[src/rtl/watch_pkg.sv]
// Shared types and defaults for the watch display path.
package watch_pkg;

    localparam int DIGIT_W_DEF    = 4;
    localparam int BLANK_CODE_DEF = 10;

    typedef enum logic {
        IDLE  = 1'b0,
        BLINK = 1'b1
    } state_t;

endpackage

[src/rtl/rise_edge_det.sv]
// Rising-edge detector for a level input that is already synchronous to uclock.
// A level that is high when reset is released becomes the baseline, so a
// button held through reset does not register as a press.
module rise_edge_det (
    input  logic uclock,
    input  logic reset,
    input  logic d,
    output logic pulse
);

    logic prev;
    logic armed;

    // History register; armed goes high after the first sample following reset.
    always_ff @(posedge uclock or posedge reset) begin
        if (reset) begin
            prev  <= 1'b0;
            armed <= 1'b0;
        end else begin
            prev  <= d;
            armed <= 1'b1;
        end
    end

    assign pulse = d & ~prev & armed;

endmodule

[src/rtl/digit_blink_ctrl.sv]
// Display-blanking controller for time/alarm set mode.
// Passes digits through when idle; in blink mode it periodically blanks the
// selected field or every digit.
//
// state | meaning
// IDLE  | pass-through, counter held at 0
// BLINK | blank phase at the start of each period on field_sel or all digits
module digit_blink_ctrl
    import watch_pkg::*;
#(
    parameter int NUM_DIGITS   = 4,
    parameter int DIGIT_W      = DIGIT_W_DEF,
    parameter int FIELD_DIGITS = 2,
    parameter int PERIOD       = 25_000_000,
    parameter int BLANK_CYCLES = 5_500_000,
    parameter int BLANK_CODE   = BLANK_CODE_DEF,
    localparam int NUM_FIELDS  = NUM_DIGITS / FIELD_DIGITS,
    localparam int FSEL_W      = (NUM_FIELDS > 1) ? $clog2(NUM_FIELDS) : 1
) (
    input  logic                          uclock,
    input  logic                          reset,
    input  logic [NUM_DIGITS*DIGIT_W-1:0] num,
    input  logic                          toggle_btn,
    input  logic                          inhibit,
    input  logic                          sel_next,
    input  logic                          blink_all,
    output logic [NUM_DIGITS*DIGIT_W-1:0] pnum,
    output logic                          blink_active,
    output logic [FSEL_W-1:0]             field_sel
);

    localparam int CNT_W = $clog2(PERIOD);
    localparam logic [CNT_W-1:0]   PERIOD_LAST = CNT_W'(PERIOD - 1);
    localparam logic [CNT_W-1:0]   BLANK_LIM   = CNT_W'(BLANK_CYCLES);
    localparam logic [FSEL_W-1:0]  FIELD_LAST  = FSEL_W'(NUM_FIELDS - 1);
    localparam logic [DIGIT_W-1:0] DARK        = DIGIT_W'(BLANK_CODE);

    state_t                        state;
    logic [CNT_W-1:0]              counter;
    logic                          tog_pulse;
    logic                          sel_pulse;
    logic                          blank_phase;
    logic [NUM_DIGITS*DIGIT_W-1:0] disp;

    rise_edge_det u_tog_edge (
        .uclock (uclock),
        .reset  (reset),
        .d      (toggle_btn),
        .pulse  (tog_pulse)
    );

    rise_edge_det u_sel_edge (
        .uclock (uclock),
        .reset  (reset),
        .d      (sel_next),
        .pulse  (sel_pulse)
    );

    assign blank_phase = (counter < BLANK_LIM);

    // Blink-mode view of the digits: dark code on blanked digits during the blank phase.
    always_comb begin
        disp = num;
        for (int i = 0; i < NUM_DIGITS; i++) begin
            if (blank_phase && (blink_all || field_sel == FSEL_W'(i / FIELD_DIGITS))) begin
                disp[i*DIGIT_W +: DIGIT_W] = DARK;
            end
        end
    end

    // Mode FSM with registered display, status, field selection and blink counter.
    always_ff @(posedge uclock or posedge reset) begin
        if (reset) begin
            state        <= IDLE;
            blink_active <= 1'b0;
            field_sel    <= '0;
            counter      <= '0;
            pnum         <= '0;
        end else begin
            case (state)
                IDLE: begin
                    pnum    <= num;
                    counter <= '0;
                    if (tog_pulse && !inhibit) begin
                        state        <= BLINK;
                        blink_active <= 1'b1;
                        field_sel    <= '0;
                    end
                end
                BLINK: begin
                    pnum <= disp;
                    if (tog_pulse && !inhibit) begin
                        // Toggle wins over a coincident sel_next edge.
                        state        <= IDLE;
                        blink_active <= 1'b0;
                        counter      <= '0;
                    end else if (sel_pulse) begin
                        // Restart the period so the new field blanks at once.
                        field_sel <= (field_sel == FIELD_LAST) ? '0 : field_sel + 1'b1;
                        counter   <= '0;
                    end else if (counter == PERIOD_LAST) begin
                        counter <= '0;
                    end else begin
                        counter <= counter + 1'b1;
                    end
                end
                default: begin
                    state        <= IDLE;
                    blink_active <= 1'b0;
                    counter      <= '0;
                end
            endcase
        end
    end

endmodule

[config.mk]
export PLATFORM = sky130hd
export DESIGN_NAME = digit_blink_ctrl
export DESIGN_NICKNAME = d
export VERILOG_FILES = /design/src/rtl/watch_pkg.sv /design/src/rtl/rise_edge_det.sv /design/src/rtl/digit_blink_ctrl.sv
export SDC_FILE = /design/constraint.sdc
export NUM_CORES = 1
export LEC_CHECK = 0
export ABC_AREA = 1
export BUFFER_PORTS_ARGS = -buffer_cell sky130_fd_sc_hd__clkbuf_2
export CAP_MARGIN = 20
export CORE_UTILIZATION = 57
export CTS_CLUSTER_DIAMETER = 100
export DETAILED_ROUTE_END_ITERATION = 10
export GPL_TIMING_DRIVEN = 0
export PLACE_DENSITY = 0.81
export SYNTH_ARGS = -nofsm -noshare
export SYNTH_HDL_FRONTEND = slang
export SYNTH_HIERARCHICAL = 1
export SYNTH_SLANG_ARGS = --single-unit
[constraint.sdc]
create_clock -name uclock -period 3.7 [get_ports uclock]
set_input_delay 0.185 -clock uclock [delete_from_list [all_inputs] [get_ports uclock]]
set_output_delay 0.185 -clock uclock [all_outputs]
set_load 0.02 [all_outputs]
==> flow_summary.json <==
{
  "rows": 23,
  "synth_seq_cells": 48,
  "synth-seq-area-share_pct": 49.9,
  "hp-class": "in -> reg",
  "fin_worst_skew_ns": 0.0104,
  "totalWireLength_mm": 5.03,
  "status": "completed",
  "timing.final.hold_violations": 0,
  "clk_pin_slew_ns": 0.09,
  "drt-initial-drc-count": 155,
  "postRouteAntennaNets": 0,
  "pwr_density_cell_mw_per_mm2": 488,
  "layout_min_cycle_time_ns": 1.67,
  "synth.area.top_cells": "dfrtp_1 50%, nand2_1 14%, nor2_1 10%",
  "synth_top_area_share_pct": 49.9,
  "synthDistinctLibCells": 20,
  "via_per_inst": 5.01,
  "cp.arrival_ns": 1.91,
  "grt_usage_pct": 25.0,
  "ctsResizeCount": 0,
  "grt_pass1_wl_mm": 8.19,
  "die_area_mm2": 0.00448,
  "detail_route.wl_per_cell_um": 12.1,
  "synth_edf_count": 0,
  "worstHoldStart": "sel_next",
  "drc": 0,
  "die_w_um": 67.0,
  "htreeDepth": 2,
  "crit_required_ns": 3.94,
  "finalSetupTns_ns": 0,
  "insertion_delay_ns": 0.30,
  "grt_setup_unrepaired": "false",
  "vias": 2079,
  "final_area_mm2": 0.00280,
  "grt-ovfl-total": 0,
  "yosysWarnings": 6,
  "layout.cells.non_filler": 415,
  "final_core_util_pct": 69.5,
  "cts_tree": "done",
  "cp-end-kind": "flop",
  "place_area_mm2": 0.00268,
  "core_area_mm2": 0.00403,
  "die_h_um": 67.0,
  "yosys.area.top_type": "dfrtp_1",
  "synth_most_common_cell": "nand2_1",
  "layout-drive-gt1-share_pct": 17.0,
  "ys_top_cells_by_count": "88 x nand2_1, 66 x nor2_1, 49 x inv_1",
  "nets": 390,
  "synthesis.nets": 341,
  "clkSinkCount": 48,
  "antenna_found_initial": 0,
  "period_share_pct": 45.0,
  "crit_type": "reg -> reg",
  "startpoint": "counter[0]",
  "fmax_ghz": 0.600,
  "crit_fanout": 4,
  "grt_pass1_vias": 1850,
  "startpoint_type": "flop",
  "dp_hpwl_mm": 3.76,
  "maxSlewViolCount": 0,
  "clk_path_buf_depth": 2,
  "root_buffer": "clkbuf_8",
  "gp_congestion": 0.908,
  "drt_first_pass_iters": 4,
  "area_growth_syn_to_layout_pct": 16.4,
  "cts_made_buffers": 5,
  "r2r-start": "counter[0]",
  "fin_hold_ws_ns": 0.00392,
  "setup_viol": 0,
  "synthFlopType": "dfrtp_1",
  "grt_max_degree": 41,
  "netlist_instances": 315,
  "start_util_pct": 59.7,
  "syn-cell-area_mm2": 0.00240,
  "p_leak_uw": 0.00139,
  "worst_ir_drop_vdd_v": 0.000351,
  "ios": 40,
  "port_buffers": 39,
  "synth-async-reset-ratio_pct": 100,
  "placed_cells_incl_taps": 405,
  "syn_area_per_cell_um2": 7.63,
  "maxCapViolCount": 0,
  "insertedDiodeCount": 0
}
## worst paths after layout
check | to | slack [ns] | depth (start not counted)
min in group asynchronous | u_tog_edge/armed | 0.29 | 3
hold / removal | u_sel_edge/prev | 0.004 | 1
setup / recovery | counter[24] | 2.03 | 9
max in group asynchronous | counter[9] | 2.96 | 4
hold reg to reg | counter[0] | 0.46 | 1
setup reg to reg | counter[24] | 2.03 | 9
## sequential cells by signal, indices dropped and copies added (netlist names)
register,flops
counter,25
u_sel_edge/prev,1
field_sel,1
u_sel_edge/armed,1
blink_active,1
pnum,16
state,1
u_tog_edge/prev,1
u_tog_edge/armed,1
## stage by stage
| stage | power, µW | setup slack, ns |
|---|---|---|
| floorplan | 915 | 2.30 |
| global placement | 1030 | 1.89 |
| detailed placement | 1050 | 2.05 |
| CTS | 1380 | 2.03 |
| global route | 1450 | 1.89 |
| finish | 1370 | 2.03 |
## what timing repair did
action | CTS | global route
buffers inserted | 0 | 0
hold buffers | 2 | 0
endpoints found under the hold margin | 49 | 0
## power by group
part / switching (µW) / total, µW / internal [µW]
combinational: 256 / 391 / 135
clock: 180 / 332 / 151
sequential: 40.0 / 644 / 604
total: 476 / 1370 / 891
## cell type report
class,instances,area [µm²]
sequential,48,1200
tap,50,62.6
clock inverter,2,15.0
clock buffer,6,82.6
fill,327,1230
multi-input combinational,216,997
timing repair buffer,42,235
buffer,2,22.5
inverter,49,184
## layer usage
layer	routed length, µm	track usage, %	vias to the layer above
met4	76	7.98	0
li1	-	-	1041
met1	2190	32.0	990
met3	202	5.14	7
met2	2560	41.8	41
met5	0	0	-
## cell families (layout without fill, tap and decap cells)
logic type                 count (synthesis)  in the layout  synth area share (%)
xor gates and xnor gates                   9              9                  3.28
buffers and inverters                     51            101                  8.58
DFF                                       48             48                  49.9
AOI/OAI and AO/OA                         10             10                  2.65
other                                      2              2                 0.312
and+or+nand+nor                          191            191                  33.1
adders and majority gates                  4              4                  2.08
## worst max-delay path, stage by stage (launching register included)
cell	delay (ns)
dfrtp_1	0.38
ha_1	0.19
nand2_1	0.09
nor2_1	0.19
nand2_1	0.14
nor2_1	0.28
nand2_1	0.14
nand2_1	0.08
nand2_1	0.05
nor2_1	0.08
## placed cells by master (no fill, tap or decap)
cell | netlist | layout
nor3b_1 | 1 | 1
clkinvlp_4 | 0 | 2
o21ai_0 | 3 | 3
nand2_1 | 88 | 88
o21bai_4 | 1 | 1
clkbuf_8 | 0 | 6
and2_1 | 1 | 1
nor2_1 | 66 | 66
nand2_2 | 1 | 1
inv_1 | 49 | 48
nand3_1 | 21 | 21
nor2_2 | 5 | 5
xnor2_1 | 5 | 5
a21oi_1 | 6 | 6
xor2_1 | 4 | 4
buf_12 | 0 | 1
nand3_2 | 2 | 2
nor2_4 | 2 | 2
ha_1 | 4 | 4
conb_1 | 2 | 2
clkbuf_2 | 0 | 39
buf_6 | 2 | 2
nor3_1 | 4 | 4
dfrtp_1 | 48 | 48
inv_2 | 0 | 1
dlygate4sd3_1 | 0 | 2
(Power assumes the default switching activity.)
